$ cat src/rtl/beer_draft_multi.sv
// Multi-tap beer draft controller: operator panel edge detection, per-tap level
// check, timed pour with low-level abort, and a wrapping served-pour counter.
module beer_draft_multi #(
    parameter int NUM_TAPS    = 4,
    parameter int LEVEL_W     = 8,
    parameter int MIN_LEVEL   = 16,
    parameter int POUR_CYCLES = 10
) (
    input  logic                          clk,
    input  logic                          reset,
    input  logic                          next,
    input  logic                          draft,
    input  logic [NUM_TAPS*LEVEL_W-1:0]   beer_level,
    output logic [NUM_TAPS-1:0]           beer,
    output logic [3:0]                    state_display,
    output logic [$clog2(NUM_TAPS)-1:0]   tap_sel,
    output logic                          empty,
    output logic [7:0]                    served_count
);

    localparam int TAP_W = $clog2(NUM_TAPS);
    localparam int CNT_W = (POUR_CYCLES > 1) ? $clog2(POUR_CYCLES) : 1;
    localparam logic [TAP_W-1:0]   LAST_TAP = TAP_W'(NUM_TAPS - 1);
    localparam logic [LEVEL_W-1:0] MIN_LVL  = LEVEL_W'(MIN_LEVEL);
    localparam logic [CNT_W-1:0]   CNT_LOAD = CNT_W'(POUR_CYCLES - 1);

    // Enum values double as the display codes.
    typedef enum logic [3:0] {
        S_IDLE  = 4'h0,
        S_CHECK = 4'h1,
        S_POUR  = 4'h2,
        S_DONE  = 4'h3,
        S_EMPTY = 4'hE
    } state_t;

    state_t               state, state_nxt;
    logic [TAP_W-1:0]     tap_nxt;
    logic [CNT_W-1:0]     cnt, cnt_nxt;
    logic [7:0]           served_nxt;
    logic                 next_r, draft_r;
    logic                 next_edge, draft_edge;
    logic [LEVEL_W-1:0]   levels [NUM_TAPS];
    logic [LEVEL_W-1:0]   sel_level;
    logic                 level_ok;

    function automatic logic [TAP_W-1:0] wrap_inc(input logic [TAP_W-1:0] t);
        return (t == LAST_TAP) ? '0 : t + 1'b1;
    endfunction

    for (genvar i = 0; i < NUM_TAPS; i++) begin : g_lvl
        assign levels[i] = beer_level[i*LEVEL_W +: LEVEL_W];
    end

    assign sel_level  = levels[tap_sel];
    assign level_ok   = (sel_level >= MIN_LVL);
    assign next_edge  = next & ~next_r;
    assign draft_edge = draft & ~draft_r;

    always_ff @(posedge clk) begin
        if (!reset) begin
            state        <= S_IDLE;
            tap_sel      <= '0;
            cnt          <= '0;
            served_count <= '0;
            next_r       <= 1'b0;
            draft_r      <= 1'b0;
        end else begin
            state        <= state_nxt;
            tap_sel      <= tap_nxt;
            cnt          <= cnt_nxt;
            served_count <= served_nxt;
            next_r       <= next;
            draft_r      <= draft;
        end
    end

    always_comb begin
        state_nxt  = state;
        tap_nxt    = tap_sel;
        cnt_nxt    = cnt;
        served_nxt = served_count;
        case (state)
            S_IDLE: begin
                // A draft edge takes priority over a simultaneous next edge.
                if (draft_edge)
                    state_nxt = S_CHECK;
                else if (next_edge)
                    tap_nxt = wrap_inc(tap_sel);
            end
            S_CHECK: begin
                if (level_ok) begin
                    state_nxt = S_POUR;
                    cnt_nxt   = CNT_LOAD;
                end else begin
                    state_nxt = S_EMPTY;
                end
            end
            S_POUR: begin
                if (!level_ok) begin
                    state_nxt = S_EMPTY;
                end else if (cnt == '0) begin
                    state_nxt  = S_DONE;
                    served_nxt = served_count + 8'd1;
                end else begin
                    cnt_nxt = cnt - 1'b1;
                end
            end
            S_DONE: begin
                // Holding draft keeps us here so one request yields one pour.
                if (!draft)
                    state_nxt = S_IDLE;
            end
            S_EMPTY: begin
                if (next_edge) begin
                    state_nxt = S_IDLE;
                    tap_nxt   = wrap_inc(tap_sel);
                end
            end
            default: state_nxt = S_IDLE;
        endcase
    end

    always_comb begin
        beer = '0;
        if (state == S_POUR)
            beer[tap_sel] = 1'b1;
    end

    assign state_display = state;
    assign empty         = (state == S_EMPTY);

endmodule

$ cat config.mk
export PLATFORM = sky130hd
export DESIGN_NAME = beer_draft_multi
export DESIGN_NICKNAME = d
export VERILOG_FILES = /design/src/rtl/beer_draft_multi.sv
export SDC_FILE = /design/constraint.sdc
export NUM_CORES = 1
export LEC_CHECK = 0
export BUFFER_PORTS_ARGS = -buffer_cell sky130_fd_sc_hd__buf_2
export CELL_PAD_IN_SITES_DETAIL_PLACEMENT = 1
export CELL_PAD_IN_SITES_GLOBAL_PLACEMENT = 1
export CORE_MARGIN = 3
export CORE_UTILIZATION = 35
export CTS_CLUSTER_SIZE = 16
export DETAILED_ROUTE_END_ITERATION = 10
export HOLD_SLACK_MARGIN = 0.05
export PLACE_DENSITY_LB_ADDON = 0.1
export SYNTH_ARGS = -nofsm -noshare
export SYNTH_HDL_FRONTEND = slang
export SYNTH_SLANG_ARGS = --single-unit
$ cat constraint.sdc
create_clock -name clk -period 3.2 [get_ports clk]
set_input_delay 0.16 -clock clk [delete_from_list [all_inputs] [get_ports clk]]
set_output_delay 0.16 -clock clk [all_outputs]
set_load 0.01 [all_outputs]
== Word level (Yosys, flattened, before mapping) ==
Index checks and enable logic that the tools add are counted.
Widths: inputs -> output; s select.

* Output and inout port bits: 19
* Bits in registers: 20

* Add/subtract/negate cells: 3
* Equality and inequality tests: 13
* $lt $le $gt $ge: 4
* Bitwise gates (word level): 5
* Reductions and logical operators: 9
* Multiplexer cells: 21

{| class="wikitable"
|+ Operators by type and width
! operator !! count
|-
| $mux 4 || 10
|-
| $pmux 4 s5 || 1
|-
| $bmux 8 s2 || 1
|-
| $mux 8 || 2
|-
| $ne 2x2->1 const B || 6
|-
| $add 8x1->8 const B || 1
|-
| $eq 4x2->1 const B || 2
|-
| $ge 8x5->1 const B || 1
|-
| $logic_not 4->1 || 2
|-
| $pmux 4 s2 || 1
|-
| $reduce_and 4->1 || 2
|-
| $mux 2 || 3
|-
| $eq 4x1->1 const B || 1
|-
| $eq 4x4->1 const B || 1
|-
| $pmux 2 s2 || 1
|-
| $reduce_bool 2->1 || 2
|-
| $sub 4x1->4 const B || 1
|-
| $ge 3x3->1 const B || 1
|-
| $lt 2x3->1 const B || 1
|-
| $ne 3x3->1 const B || 1
|-
| $not 2->3 || 1
|-
| $reduce_and 3->1 || 1
|-
| $add 2x1->2 const B || 1
|-
| $and 1x1->1 || 2
|-
| 8 further kinds || 9
|}

== Logic depth before layout (Yosys ltp) ==
Gate-level depths: netlist of the first run.

* Depth after elaboration: 7
* Depth in mapped cells: 8

== Least setup slack after synthesis of the first run ==
OpenSTA, ideal clock, no wires.

* Kind: reg2reg
* Start point: register tap_sel[0]
* End point: register state[0], in the netlist state_display[0]
* Buffers on the path: 0
* Setup time: 138 ps
* Data required time: 3,062 ps
* Arrival: 1,441 ps
* Period minus slack after synthesis: 1,579 ps
* Setup slack: 1,621 ps
* Stages on the path, launching flop included: 7
* Cell sequence: dfxtp_1 -> inv_1 -> nand3_1 -> nand4_1 -> or4_1 -> o2111ai_1 -> a211oi_1

* Cells in the longest elaborated chain, start to end: 7
* Elaborated cells on any way between the ends: 9

{| class="wikitable"
|+ RTL lines
! item !! RTL line !! text
|-
| start: declaration || 16 || <nowiki>output logic [$clog2(NUM_TAPS)-1:0] tap_sel,</nowiki>
|-
| start signal: assignment || 69 || <nowiki>tap_sel <= tap_nxt;</nowiki>
|-
| $not 2->3 (implied by the code) * || 54 || <nowiki>assign sel_level = levels[tap_sel];</nowiki>
|-
| $bmux 8 s2 * || 54 ||
|-
| $mux 8 (implied by the code) * (2 in series) || 54 ||
|-
| $ge 8x5->1 * || 55 || <nowiki>assign level_ok = (sel_level >= MIN_LVL);</nowiki>
|-
| $mux 4 / $ne 3x3->1 (equally long branches) || - ||
|-
| $pmux 4 s5 / $reduce_and 4->1 (equally long branches) || - ||
|-
| end signal: assignment || 68 || <nowiki>state <= state_nxt;</nowiki>
|-
| end: declaration || 36 || <nowiki>state_t state, state_nxt;</nowiki>
|}

Mark *: on every way between the ends. The rest lies on a longest branch, timed or not. The select of a mux whose other input is x is not followed.
A chain may end at the register's enable or synchronous reset.

== Final worst setup path of the first run ==
Ends and elaborated chain as after synthesis.

==> impl_metrics.py, run 1 <==
metrics = {
    "cts": {
        "clkLatencyLatePin_ps": 300,
        "cts_buffers": 3,
        "cts_tree": "yes",
        "cts-root-buf": "clkbuf_4",
        "clkSinkCount": 19,
        "post_cts_buffers": 0,
        "h-tree-depth": 1,
        "cts.repair.resized": 0,
        "cts_hold_buf": 0,
        "clkTransAtPathRegs_ps": 120,
        "clock_path_buffers": 2,
    },
    "global_routing": {
        "grt-ovfl-total": 0,
        "grt_pass1_vias": 1167,
        "grt_pass1_wl_mm": 5.250,
        "antenna_found_initial": 0,
        "track_usage_pct": 15.63,
        "grt_max_degree": 20,
    },
    "yosys": {
        "yosysMostFrequentCell": "dfxtp_1",
        "syn_nets": 182,
        "async_reset_ff_share_pct": 0,
        "synth_ff_type": "dfxtp_1",
        "synth.top_cells.by_count": "dfxtp_1 (19), nor2_1 (13), inv_1 (10), nand2_1 (9)",
        "seq_area_frac_synth_pct": 31.54,
        "synth_warnings": 0,
        "ys_top_cells_by_area": "dfxtp_1 (32%), ha_1 (7.3%), mux2i_1 (5.0%)",
        "syn_area_um2": 1206,
        "synth-edff-count": 0,
        "postSynthCellCount": 139,
        "yosysTopAreaCellShare_pct": 31.54,
        "synth_seq_cells": 19,
        "syn_area_per_cell_um2": 8.677,
        "yosysTopAreaCell": "dfxtp_1",
        "synth_cell_types": 40,
    },
    "floorplanning": {
        "start_util_pct": 37.95,
        "die_h_um": 64.71,
        "ios": 55,
        "placeableCoreArea_um2": 3178,
        "die_w_um": 64.71,
        "rows": 20,
        "die-area_um2": 4187,
    },
    "setup_path": {
        "cp.required_ps": 3360,
        "slowest_stage": "or4_1",
        "worstSetupPathType": "register to register",
        "critPathTopFamily": "simple AND/OR/NAND/NOR gates",
        "max_stage_delay_ps": 590,
        "cp_num_buf_inv": 1,
        "worst_setup_path_start_kind": "register",
        "path_cells": "inv_1 -> nand3_1 -> nand4_1 -> or4_1 -> o2111ai_1 -> a211oi_1",
        "crit_fanout": 8,
        "critical_path_arrival_ps": 2120,
        "cp-end-kind": "register",
    },
    "timing": {
        "fmax_ghz": 0.5120,
        "finalClockSkew_ps": 10.05,
        "slew_viol_final": 0,
        "fin_setup_tns_ps": 0,
        "slew-limit-headroom_pct": 54.79,
        "finalSetupViolCount": 0,
        "period_minus_slack_ps": 1953,
        "finalCritPeriodShare_pct": 61.04,
        "worst_pin_slew_ps": 677.2,
        "hold_viol_final": 0,
        "rsz0062_at_grt": "false",
        "finalWorstSetupSlack_ps": 1247,
        "whs_ps": 65.50,
    },
    "place": {
        "dpl.hpwl_mm": 2.279,
        "port_buffers": 38,
        "place_ws_ps": 1240,
        "gp_congestion": 0.8333,
        "place_inst": 215,
    },
    "final_layout": {
        "area_growth_pct": 18.88,
        "instances_no_fill": 219,
        "nFillCells": 414,
        "finalNetCount": 219,
        "drive_above_1_share_pct": 32.00,
        "antenna_cells": 0,
    },
    "drt": {
        "antenna_left": 0,
        "drt-total-wl_mm": 2.968,
        "drt-initial-drc-count": 57,
        "drc": 0,
        "vias_per_cell": 5.091,
        "routedWlPerCell_um": 13.55,
        "drt_first_pass_iters": 4,
        "num_vias": 1115,
    },
    "pwr": {
        "p_leak_nw": 0.6244,
        "power_mw": 0.5143,
        "power.density_nw_per_um2": 358.7,
        "ir_drop_v": 0.0001867,
    },
    "run_status": {
        "status": "finished, final reports clean",
    },
    "hold_path": {
        "holdCritPathClass": "input pin to register",
    },
    "flow_run": {
        "drv_cap": 0,
    },
}
==> where the power goes <==
part / total [mW] / leakage [nW] / switching [mW] / internal [mW]
combinational: 0.121 / 0.452 / 0.0668 / 0.0545
sequential: 0.266 / 0.155 / 0.0170 / 0.249
clock: 0.127 / 0.0177 / 0.0808 / 0.0466
total: 0.514 / 0.624 / 0.165 / 0.350
==> stage by stage <==
stage / area [µm²] / util [%]
6_report: 1434 / 45.12
3_3_place_gp: 1406 / 44.25
3_5_place_dp: 1406 / 44.25
4_1_cts: 1434 / 45.12
2_1_floorplan: 1206 / -
5_1_grt: 1434 / 45.12
==> area by class of cell <==
class | instances | area, µm² | area share, %
multi-input combinational | 103 | 735.7 | 51.31
tap | 44 | 55.05 | 3.839
clock buffer | 3 | 22.52 | 1.571
timing repair buffer | 39 | 197.7 | 13.79
inverter | 10 | 37.54 | 2.618
sequential | 19 | 380.4 | 26.53
clock inverter | 1 | 5.005 | 0.3490
==> cells in the final DEF (no fill, tap or decap), types with 2 or more instances in the layout <==
master and instances:
and2b_4 2, nand2b_1 7, dfxtp_1 19, nand4_1 3, mux2i_1 6, nor2_1 13, a21oi_1 7, o21ai_0 2
xnor2_1 3, buf_2 38, a211oi_1 2, nand2_1 9, and3_1 4, ha_1 7, nor3_2 3, inv_1 10
and2_1 6, nand3_1 6, nor4_1 4, clkbuf_4 3
==> per-layer routing <==
| metal | up-vias | part of all wire (%) | routed length, µm | GRT usage, % |
|---|---|---|---|---|
| li1 | 557 | - | - | - |
| met1 | 521 | 46 | 1358 | 18.69 |
| met2 | 35 | 48 | 1410 | 28.48 |
| met3 | 2 | 5.9 | 174 | 2.773 |
| met4 | 0 | 0.81 | 24 | 3.958 |
| met5 | - | 0 | 0 | 0 |
==> sequential cells by signal, summed over array words and instances, names as in the netlist <==
| name | count |
|---|---|
| served_count | 8 |
| cnt | 4 |
| state_display | 3 |
| tap_sel | 2 |
| draft_r | 1 |
| next_r | 1 |
==> cells by family after synthesis <==
group | Yosys count | share of synthesized area [%]
buffers and inverters | 17 | 7.469
multiplexers | 6 | 4.979
AND/OR/NAND/NOR | 69 | 36.00
XOR/XNOR | 3 | 2.179
AO/OA/AOI/OAI | 18 | 10.58
flip-flops | 19 | 31.53
adder cells (fa/ha/maj) | 7 | 7.261
==> worst register-to-register path, delay by kind of cell, from the launching register on <==
family / cells / cell delay, ps
AOI/OAI and AO/OA: 2 / 200
buffers and inverters: 1 / 140
DFF: 1 / 470
and+or+nand+nor: 3 / 1000
==> path summary, 6_finish.rpt <==
check                           depth (start not counted)                          from  slack, ps                             to
worst max-delay path                                    6       tap_sel[0]$_SDFFE_PN0P_       1250  state_display[0]$_SDFFE_PN0P_
worst min register to register                          2  served_count[7]$_SDFFE_PN0P_        480   served_count[7]$_SDFFE_PN0P_
worst max register to register                          6       tap_sel[0]$_SDFFE_PN0P_       1250  state_display[0]$_SDFFE_PN0P_
worst min-delay path                                    2                          next         70  state_display[1]$_SDFFE_PN0P_
(Power assumes the default switching activity.)
==> inputs of run 2 (changes only) <==
- CORE_UTILIZATION: 35 -> 33
- clock period: 3.2 -> 2 ns (I/O delays scaled with it)
==> impl_metrics.py, run 2 (synthesized netlist as in run 1, its figures left out) <==
metrics = {
    "pwr": {
        "power_mw": 0.8141,
        "power.density_nw_per_um2": 560.4,
        "ir_drop_v": 0.0002001,
        "p_leak_nw": 0.6313,
    },
    "floorplanning": {
        "ios": 55,
        "rows": 21,
        "start_util_pct": 35.31,
        "die_w_um": 66.46,
        "placeableCoreArea_um2": 3416,
        "die-area_um2": 4416,
        "die_h_um": 66.46,
    },
    "global_routing": {
        "grt_pass1_wl_mm": 4.933,
        "track_usage_pct": 14.47,
        "grt_max_degree": 15,
        "grt-ovfl-total": 0,
        "grt_pass1_vias": 1125,
        "antenna_found_initial": 0,
    },
    "drt": {
        "num_vias": 1113,
        "drc": 0,
        "vias_per_cell": 4.991,
        "drt-total-wl_mm": 2.804,
        "met3WireLength_um": 154,
        "drt-initial-drc-count": 51,
        "met1Wirelength_mm": 1.335,
        "routedWlPerCell_um": 12.57,
        "drt_first_pass_iters": 4,
        "highest_layer": "met4",
        "dr_wl_met2_mm": 1.262,
        "antenna_left": 0,
    },
    "final_layout": {
        "largest_reg_flops": 8,
        "antenna_cells": 0,
        "top_register": "served_count",
        "finalNetCount": 221,
        "mostFrequentLayoutCell": "buf_2",
        "utilization_pct": 42.53,
        "drive_above_1_share_pct": 31.64,
        "layout_common_cells": "buf_2 (38), dfxtp_1 (19), nor2_1 (13)",
        "area_growth_pct": 20.44,
    },
    "timing": {
        "finalCritPeriodShare_pct": 89.62,
        "fmax_ghz": 0.5579,
        "slew_viol_final": 0,
        "period_minus_slack_ps": 1792,
        "finalSetupViolCount": 0,
        "hold_viol_final": 0,
        "rsz0062_at_grt": "false",
        "finalClockSkew_ps": 1.593,
        "whs_ps": 73.02,
        "worst_pin_slew_ps": 493.5,
        "slew-limit-headroom_pct": 67.06,
        "fin_setup_tns_ps": 0,
    },
    "place": {
        "dpl.hpwl_mm": 2.249,
        "gp_congestion": 0.7925,
        "port_buffers": 38,
    },
    "cts": {
        "clock_path_buffers": 2,
        "cts-root-buf": "clkbuf_4",
        "h-tree-depth": 1,
        "clkLatencyLatePin_ps": 300,
        "post_cts_buffers": 0,
        "clkTransAtPathRegs_ps": 110,
        "clkSinkCount": 19,
        "cts_tree": "yes",
        "cts_buffers": 3,
    },
    "run_status": {
        "status": "finished, final reports clean",
    },
    "setup_path": {
        "worstSetupPathType": "register to register",
        "crit_fanout": 10,
        "worst_setup_path_start_kind": "register",
        "cp-end-kind": "register",
        "critical_path_arrival_ps": 2030,
        "cp.required_ps": 2240,
    },
    "hold_path": {
        "holdCritPathClass": "input pin to register",
    },
    "flow_run": {
        "drv_cap": 0,
    },
}
run 2: cell count changes in the layout (fill, tap and decap cells not counted), sizes merged:
cell,change
buf,+1
dlygate4sd3,+1
clkbuf,+1
clkinv,-1
run 2: timing repair:
action / 4_1_cts / 5_1_grt
resized for setup: 0 / 0
endpoints found under the hold margin: 2 / 0
hold buffers: 1 / 0
run 2: path summary, 6_finish.rpt:
kind	from	to	slack, ps	cells after the start
worst max-delay path	tap_sel[0]$_SDFFE_PN0P_	served_count[5]$_SDFFE_PN0P_	210	7
worst min-delay path	draft	draft_r$_SDFF_PN0_	70	3
worst max register to register	tap_sel[0]$_SDFFE_PN0P_	served_count[5]$_SDFFE_PN0P_	210	7
worst min register to register	served_count[7]$_SDFFE_PN0P_	served_count[7]$_SDFFE_PN0P_	480	2
run 2: critical path, stage by stage (launching register included):
cell and delay (ps):
dfxtp_1 480, inv_1 140, nand3_1 120, nand4_1 130, buf_4 220, nor3_2 240, and3_1 210, mux2i_1 170
run 2: where the power goes:
group / switching, mW / internal (mW) / total, mW
Combinational: 0.102 / 0.0883 / 0.191
Clock: 0.122 / 0.0778 / 0.200
Sequential: 0.0259 / 0.398 / 0.424
run 2: metal layers:
| metal | GRT usage, % | vias up |
|---|---|---|
| li1 | - | 563 |
| met1 | 17.97 | 510 |
| met2 | 23.42 | 35 |
| met3 | 3.373 | 5 |
| met4 | 6.853 | 0 |
| met5 | 0 | - |
run 2: final cells by class:
type	count	area, µm²
sequential	19	380.4
clock buffer	4	26.28
fill	443	1963
multi-input combinational	103	735.7
inverter	10	37.54
timing repair buffer	41	215.2
tap	46	57.56
run 2: through the flow:
| stage | area (µm²) | setup WS [ps] | std cells |
|---|---|---|---|
| final | 1453 | 207.6 | 223 |
| after global routing | 1453 | 17.17 | 223 |
| after CTS | 1453 | 182.9 | 223 |
| after detailed placement | 1416 | 223.6 | 218 |
| after global placement | 1416 | 287.8 | 218 |
| after floorplan | 1206 | 421.0 | 139 |
